--- src/rtl/ycbcr_to_rgb.sv ---
// Full-range BT.601 YCbCr to RGB, three-stage pipeline with
// frame-latched display mode and delayed syncs.
module ycbcr_to_rgb (
  input  logic       clk,
  input  logic       rst_n,
  input  logic [1:0] mode_sel,
  input  logic [7:0] yi,
  input  logic [7:0] cbi,
  input  logic [7:0] cri,
  input  logic       vi,
  input  logic       hsi,
  input  logic       vsi,
  output logic [7:0] ro,
  output logic [7:0] go,
  output logic [7:0] bo,
  output logic       vo,
  output logic       hso,
  output logic       vso
);

  typedef struct packed {
    logic       v;
    logic       hs;
    logic       vs;
    logic [1:0] m;
  } ctl_t;

  logic [1:0] mode_act;
  logic       vs_prev;

  logic [7:0]        y1;
  logic signed [8:0] dcb1, dcr1;
  ctl_t              c1;

  logic [7:0]         y2;
  logic signed [19:0] ys2, pr2, pg2, pb2;
  ctl_t               c2;

  logic signed [19:0] cbx, crx;
  logic signed [19:0] sr, sg, sb;
  logic [7:0]         cr_r, cr_g, cr_b;
  logic [7:0]         mr, mg, mb;

  function automatic logic [7:0] clamp(
    input logic signed [19:0] s
  );
    if (s[19])
      return 8'd0;
    else if (|s[18:8])
      return 8'd255;
    else
      return s[7:0];
  endfunction

  // Edge-only capture keeps the mode fixed for a whole frame.
  always_ff @(posedge clk or negedge rst_n) begin
    if (!rst_n) begin
      mode_act <= 2'b00;
      vs_prev  <= 1'b0;
    end else begin
      vs_prev <= vsi;
      if (vsi && !vs_prev)
        mode_act <= mode_sel;
    end
  end

  always_ff @(posedge clk or negedge rst_n) begin
    if (!rst_n) begin
      y1   <= '0;
      dcb1 <= '0;
      dcr1 <= '0;
      c1   <= '0;
    end else begin
      y1   <= yi;
      dcb1 <= $signed({1'b0, cbi}) - 9'sd128;
      dcr1 <= $signed({1'b0, cri}) - 9'sd128;
      c1   <= '{v: vi, hs: hsi, vs: vsi,
                m: mode_act};
    end
  end

  assign cbx = {{11{dcb1[8]}}, dcb1};
  assign crx = {{11{dcr1[8]}}, dcr1};

  always_ff @(posedge clk or negedge rst_n) begin
    if (!rst_n) begin
      y2  <= '0;
      ys2 <= '0;
      pr2 <= '0;
      pg2 <= '0;
      pb2 <= '0;
      c2  <= '0;
    end else begin
      y2  <= y1;
      ys2 <= $signed({4'b0, y1, 8'h80});
      pr2 <= 20'sd359 * crx;
      pg2 <= 20'sd88 * cbx + 20'sd183 * crx;
      pb2 <= 20'sd454 * cbx;
      c2  <= c1;
    end
  end

  assign sr = (ys2 + pr2) >>> 8;
  assign sg = (ys2 - pg2) >>> 8;
  assign sb = (ys2 + pb2) >>> 8;

  assign cr_r = clamp(sr);
  assign cr_g = clamp(sg);
  assign cr_b = clamp(sb);

  always_comb begin
    mr = cr_r;
    mg = cr_g;
    mb = cr_b;
    unique case (c2.m)
      2'b00: begin
        mr = cr_r;
        mg = cr_g;
        mb = cr_b;
      end
      2'b01: begin
        mr = y2;
        mg = y2;
        mb = y2;
      end
      2'b10: begin
        mr = 8'd0;
        mg = y2;
        mb = 8'd0;
      end
      2'b11: begin
        mr = y2;
        mg = {1'b0, y2[7:1]};
        mb = 8'd0;
      end
    endcase
  end

  always_ff @(posedge clk or negedge rst_n) begin
    if (!rst_n) begin
      ro  <= '0;
      go  <= '0;
      bo  <= '0;
      vo  <= 1'b0;
      hso <= 1'b0;
      vso <= 1'b0;
    end else begin
      vo  <= c2.v;
      hso <= c2.hs;
      vso <= c2.vs;
      if (c2.v) begin
        ro <= mr;
        go <= mg;
        bo <= mb;
      end else begin
        ro <= '0;
        go <= '0;
        bo <= '0;
      end
    end
  end

endmodule
--- config.mk ---
export PLATFORM = sky130hd
export DESIGN_NAME = ycbcr_to_rgb
export DESIGN_NICKNAME = d
export VERILOG_FILES = /design/src/rtl/ycbcr_to_rgb.sv
export SDC_FILE = /design/constraint.sdc
export NUM_CORES = 1
export LEC_CHECK = 0
export ABC_AREA = 1
export CAP_MARGIN = 10
export CORE_MARGIN = 2
export CORE_UTILIZATION = 40
export DETAILED_ROUTE_END_ITERATION = 7
export PLACE_DENSITY_LB_ADDON = 0.05
export RECOVER_POWER = 100
export SYNTH_ARGS = -nofsm -noshare
export SYNTH_HDL_FRONTEND = slang
export SYNTH_SLANG_ARGS = --single-unit
--- constraint.sdc ---
create_clock -name clk -period 6.78 [get_ports clk]
set_clock_uncertainty 0.05 [all_clocks]
set_input_delay 1.017 -clock clk [delete_from_list [all_inputs] [get_ports clk]]
set_output_delay 1.017 -clock clk [all_outputs]
set_load 0.005 [all_outputs]
==> results.json, run 1 <==
{
  "violations": "max-capacitance violations, max-slew violations",
  "pwr-share-comb": 0.615,
  "ir_drop_v": 0.000272,
  "grt_first_pass_wirelength_um": 42200,
  "dr_total_vias": 8206,
  "clock_latency_ns": 0.42,
  "syn2layout_area_growth_pct": 14.3,
  "netlist.area_leader.share": 0.259,
  "cts_max_level": 4,
  "drtPass1Iterations": 5,
  "ys_types": 47,
  "reg2reg_to": "pg2[14]$_DFF_PN0_",
  "netSwitchingPower_w": 0.00238,
  "clkPwrFrac": 0.194,
  "hold_buffers": 0,
  "drc_errors": 0,
  "crit_arrival_ns": 5.52,
  "die_h_um": 171,
  "post_cts_buffers": 0,
  "cp-start-kind": "register",
  "total_power_w": 0.00506,
  "p_sw_frac": 0.471,
  "worstPathMaxFanout": 6,
  "gp_congestion": 0.862,
  "setup_tns_ns": 0,
  "synth_largest_area_cell": "dfrtp_1",
  "startpoint": "dcb1[4]$_DFF_PN0_",
  "synth_edf_count": 0,
  "fin_crit_ns": 5.24,
  "start_util": 0.403,
  "boundaryPins": 58,
  "seqPwrFrac": 0.191,
  "path_class": "reg -> reg",
  "rsz0062_at_grt": "false",
  "p_per_area_nw_per_um2": 398,
  "nNetsFinal": 1663,
  "max_freq_mhz": 191,
  "ys.flop_type": "dfrtp_1",
  "yosysSeqAreaShare": 0.259,
  "clock_path_buffers": 2,
  "finalHoldViolCount": 0,
  "fill_cells": 2756,
  "worstSetupEndpointType": "register",
  "synthTopCellsByArea": "dfrtp_1, ha_1, fa_1",
  "final_antenna_net_count": 0,
  "reg2regPathDepth": 21,
  "setup_violations": 0,
  "post-route-util": 0.461,
  "antenna_cells": 0,
  "cts_sinks": 115,
  "drv_slew": 61,
  "grt_overflow": 0,
  "timing.final.crit_share": 0.773,
  "tightest_slew_ns": 3.11,
  "root_buffer": "clkbuf_16",
  "reg2reg_slack_ns": 1.54,
  "grt_pass1_vias": 8272,
  "synth_common_cells": "inv_1, nand2_1, ha_1, dfrtp_1, a21oi_1",
  "dp_hpwl_um": 21200,
  "leakage_nw": 6.94,
  "groute.usage.overall": 0.187,
  "async_flop_share": 1.00,
  "rows": 61,
  "clk_pin_slew_ns": 0.07,
  "core_area_um2": 27600,
  "drt_iter0_drc": 278,
  "numCtsBuffers": 17,
  "maxCapViolCount": 1,
  "cp.required_ns": 7.06,
  "crit_end": "pg2[14]$_DFF_PN0_",
  "reg2reg_from": "dcb1[4]$_DFF_PN0_",
  "cts_tree": "built",
  "syn_inst": 1301,
  "wl_per_cell_um": 14.4,
  "synth_fp_nets": 1591,
  "netlist_area_um2": 11100,
  "antenna_found_initial": 0,
  "yosys_warnings": 0,
  "portBuffers": 57,
  "ys_seq_elements": 115,
  "viasPerCell": 4.65,
  "syn_avg_cell_area_um2": 8.54,
  "dieArea_um2": 29100,
  "outcome": "complete, but fails checks",
  "p_int_w": 0.00268,
  "drive_gt1_frac": 0.0519,
  "grt_max_degree": 61,
  "die_x_um": 171,
  "synth.most_common_cell": "inv_1",
  "hold_class": "reg -> reg",
  "max-slew-margin-rel": -1.07,
  "postCtsResizedCells": 0,
  "routed_wl_um": 25500
}
-- metrics by stage --
| step | hold WS [ns] | instances | setup slack (ns) | instance area (µm²) |
|---|---|---|---|---|
| after floorplan | 0.281 | 1301 | 1.88 | 11100 |
| after global placement | 0.284 | 1732 | 1.62 | 12100 |
| after detailed placement | 0.285 | 1732 | 1.57 | 12100 |
| after CTS | 0.296 | 1764 | 1.55 | 12800 |
| after global routing | 0.303 | 1764 | 1.15 | 12700 |
| final | 0.299 | 1764 | 1.54 | 12700 |
-- state kept, by name, indices dropped and copies added, names as in the netlist, 5 cells and up --
signal  flops
dcb1        8
go          8
bo          8
y2          7
dcr1        8
ro          8
c1          5
y1          8
c2          5
pg2        19
pr2        12
pb2        12
-- metal layers --
metal,vias to the layer above,track usage,part of all wire
met2,129,0.312,0.47
li1,4252,-,-
met1,3794,0.253,0.49
met3,31,0.0248,0.029
met4,0,0.0531,0.018
met5,-,0,0
-- worst min-delay path by stage --
stage,cells after the start,endpoint,from,slack [ns]
3_3_place_gp,0,c2[3]$_DFF_PN0_,c1[3]$_DFF_PN0_,0.28
4_1_cts,0,y2[6]$_DFF_PN0_,y1[6]$_DFF_PN0_,0.30
3_5_place_dp,0,y2[3]$_DFF_PN0_,y1[3]$_DFF_PN0_,0.28
6_report,0,y2[4]$_DFF_PN0_,y1[4]$_DFF_PN0_,0.30
2_1_floorplan,0,c2[0]$_DFF_PN0_,c1[0]$_DFF_PN0_,0.28
5_1_grt,0,y2[6]$_DFF_PN0_,y1[6]$_DFF_PN0_,0.30
-- critical path, stage by stage, from the launching register on --
cell and delay [ns]:
dfrtp_1 0.49, ha_1 0.32, inv_1 0.05, fa_1 0.50
inv_1 0.04, ha_1 0.32, nand2_1 0.06, o21ai_0 0.40
xor2_1 0.18, inv_1 0.06, ha_1 0.28, fa_1 0.48
inv_1 0.05, fa_1 0.52, inv_1 0.04, ha_1 0.34
a21oi_1 0.18, o21ai_0 0.16, a21oi_1 0.26, nor2_1 0.08
nor2_1 0.12, xor2_1 0.15
-- power groups by stage --
stage,logic [W],clock network [W],registers (W)
final,0.00311,0.000981,0.000963
after global routing,0.00358,0.00104,0.000983
after CTS,0.00318,0.00100,0.000966
after detailed placement,0.00315,0,0.000979
after global placement,0.00316,0,0.000977
after floorplan,0.00241,0,0.000945
-- cells in the final DEF (no fill, tap or decap), drive strengths merged, types with 3 or more instances in the layout --
master	count
o21ai	44
or2	6
a21o	5
fa	71
a21boi	3
nand3	67
xor2	46
bufinv	3
ha	188
nor2	64
o21bai	9
clkbuf	19
nor3	9
nand2	237
dfrtp	115
dlygate4sd3	54
xnor2	23
a21oi	87
inv	296
nand3b	4
nand4	15
-- cell type report --
cell class | count | area, µm² | share of cell area
inverters | 285 | 1070 | 0.0842
clock inverters | 15 | 206 | 0.0163
clock buffers | 17 | 425 | 0.0335
flip-flops and latches | 115 | 2880 | 0.227
well taps | 378 | 473 | 0.0372
multi-input cells | 895 | 7070 | 0.557
repair buffers | 59 | 577 | 0.0454
-- cells by family after synthesis --
kind of cell | synth area share
AOI/OAI and AO/OA | 0.0799
xor gates and xnor gates | 0.0544
adders and majority gates | 0.339
buffers and inverters | 0.101
DFF | 0.259
muxes | 0.00203
other | 0.000337
and+or+nand+nor | 0.164
Note: power is estimated with default switching activity, not from simulation.
==> inputs of run 2 (changes only) <==
clock period = 5 ns   (was 6.78 ns; I/O delays follow)
==> results.json, run 2 (synthesis gave the netlist of run 1 again) <==
{
  "grt_overflow": 0,
  "cpPeakStageDelay_ns": 0.54,
  "grt_first_pass_wirelength_um": 41900,
  "outcome": "complete, but fails checks",
  "groute.usage.overall": 0.184,
  "mostFrequentLayoutCells": "inv_1, nand2_1, ha_1",
  "setup_violations": 0,
  "cp.required_ns": 5.29,
  "grt_max_degree": 52,
  "cts_max_level": 4,
  "worstPathMaxFanout": 4,
  "fin_crit_ns": 4.76,
  "hold_buffers": 0,
  "dp_hpwl_um": 20800,
  "core_area_um2": 27600,
  "top_register": "pg2",
  "setup_tns_ns": 0,
  "numCtsBuffers": 17,
  "die_h_um": 171,
  "drtPass1Iterations": 5,
  "antenna_found_initial": 0,
  "path_class": "reg -> reg",
  "timing.final.crit_share": 0.952,
  "finalWorstSetupSlack_ns": 0.238,
  "dr_total_vias": 8166,
  "final_antenna_net_count": 0,
  "crit_arrival_ns": 5.05,
  "rsz0062_at_grt": "false",
  "rows": 61,
  "final_common_cell": "inv_1",
  "p_per_area_nw_per_um2": 543,
  "antenna_cells": 0,
  "hold_class": "reg -> reg",
  "die_x_um": 171,
  "startpoint": "dcb1[3]$_DFF_PN0_",
  "drt_iter0_drc": 336,
  "clock_latency_ns": 0.42,
  "drv_slew": 95,
  "portBuffers": 57,
  "finalHoldViolCount": 0,
  "grt_pass1_vias": 8280,
  "violations": "max-capacitance violations, max-slew violations",
  "worstPathCellList": "ha_1 > fa_1 > ha_4 > a21oi_2 > nand2_1 > buf_4 > a21oi_1 > o21ai_1 > xnor2_1 > inv_1 > ha_1 > inv_1 > fa_1 > fa_1 > inv_1 > ha_4 > nand2_1 > nor2_2 > nand3_1 > nand4_1 > nand3_1 > nand2_1 > xnor2_1",
  "post-route-util": 0.470,
  "nNetsFinal": 1684,
  "viasPerCell": 4.57,
  "dp.cells": 1750,
  "ir_drop_v": 0.000347,
  "syn2layout_area_growth_pct": 16.5,
  "dieArea_um2": 29100,
  "tightest_slew_ns": 2.55,
  "pre_cts_ws_ns": 0.0525,
  "clock_path_buffers": 2,
  "boundaryPins": 58,
  "largest_reg_flops": 19,
  "worstSetupEndpointType": "register",
  "max-slew-margin-rel": -0.703,
  "cts_sinks": 115,
  "leakage_nw": 7.02,
  "maxCapViolCount": 2,
  "max_freq_mhz": 210,
  "cts_tree": "built",
  "holdCritStartpoint": "c1[3]$_DFF_PN0_",
  "drive_gt1_frac": 0.0768,
  "reg.largest.list": "pg2 (19), pb2 (12), pr2 (12)",
  "reg2reg_from": "dcb1[3]$_DFF_PN0_",
  "fill_cells": 2746,
  "clk_pin_slew_ns": 0.07,
  "start_util": 0.403,
  "stdcell_count": 1785,
  "cp_slowest_cell": "fa_1",
  "cp-start-kind": "register",
  "routed_wl_um": 24900,
  "gp_congestion": 0.902,
  "drc_errors": 0,
  "root_buffer": "clkbuf_16",
  "wl_per_cell_um": 14.0
}
run 2: power by group:
part / internal [W] / switching, W / leakage [nW]
combinational: 0.00179 / 0.00261 / 5.33
sequential: 0.00118 / 0.000109 / 1.38
clock: 0.000812 / 0.000526 / 0.311
total: 0.00379 / 0.00324 / 7.02
run 2: per-stage QoR:
step	instance area [µm²]	power, W	hold WS [ns]
floorplan	11100	0.00455	0.281
global placement	12300	0.00556	0.283
detailed placement	12300	0.00555	0.287
CTS	12900	0.00695	0.161
global route	12900	0.00783	0.305
finish	12900	0.00703	0.300
run 2: what timing repair did:
action,4_1_cts,5_1_grt
gates resized for setup,1,23
pin swaps,0,12
endpoints found under the setup margin,1,8
buffers inserted,0,3
run 2: worst paths after layout:
check	to	slack [ns]	cells past startpoint
min in group asynchronous	ro[7]$_DFF_PN0_	0.58	1
worst min-delay path	c2[3]$_DFF_PN0_	0.30	0
worst max-delay path	pg2[18]$_DFF_PN0_	0.24	23
worst min register to register	c2[3]$_DFF_PN0_	0.30	0
max in group asynchronous	pb2[12]$_DFF_PN0_	1.26	2
worst max register to register	pg2[18]$_DFF_PN0_	0.24	23
run 2: metal layers:
metal  share of wire  track usage
met1            0.49        0.252
met2            0.46        0.300
met3           0.034       0.0310
met4           0.017       0.0539
met5               0            0
run 2: cell type report:
cell class                      count  area, µm²  share of cell area
Clock buffer                       17        425              0.0329
Clock inverter                     15        209              0.0161
Inverter                          285       1070              0.0826
Multi-Input combinational cell    895       7170               0.554
Sequential cell                   115       2880               0.222
Tap cell                          378        473              0.0365
Timing Repair Buffer               80        718              0.0555
run 2: worst max-delay path: cells and delay by family, from the launching register on:
kind | cells | cell delay [ns]
AOI/OAI and AO/OA | 3 | 0.33
and+or+nand+nor | 7 | 0.76
buffers and inverters | 4 | 0.30
DFF | 1 | 0.38
xor gates and xnor gates | 2 | 0.24
adders and majority gates | 7 | 2.63
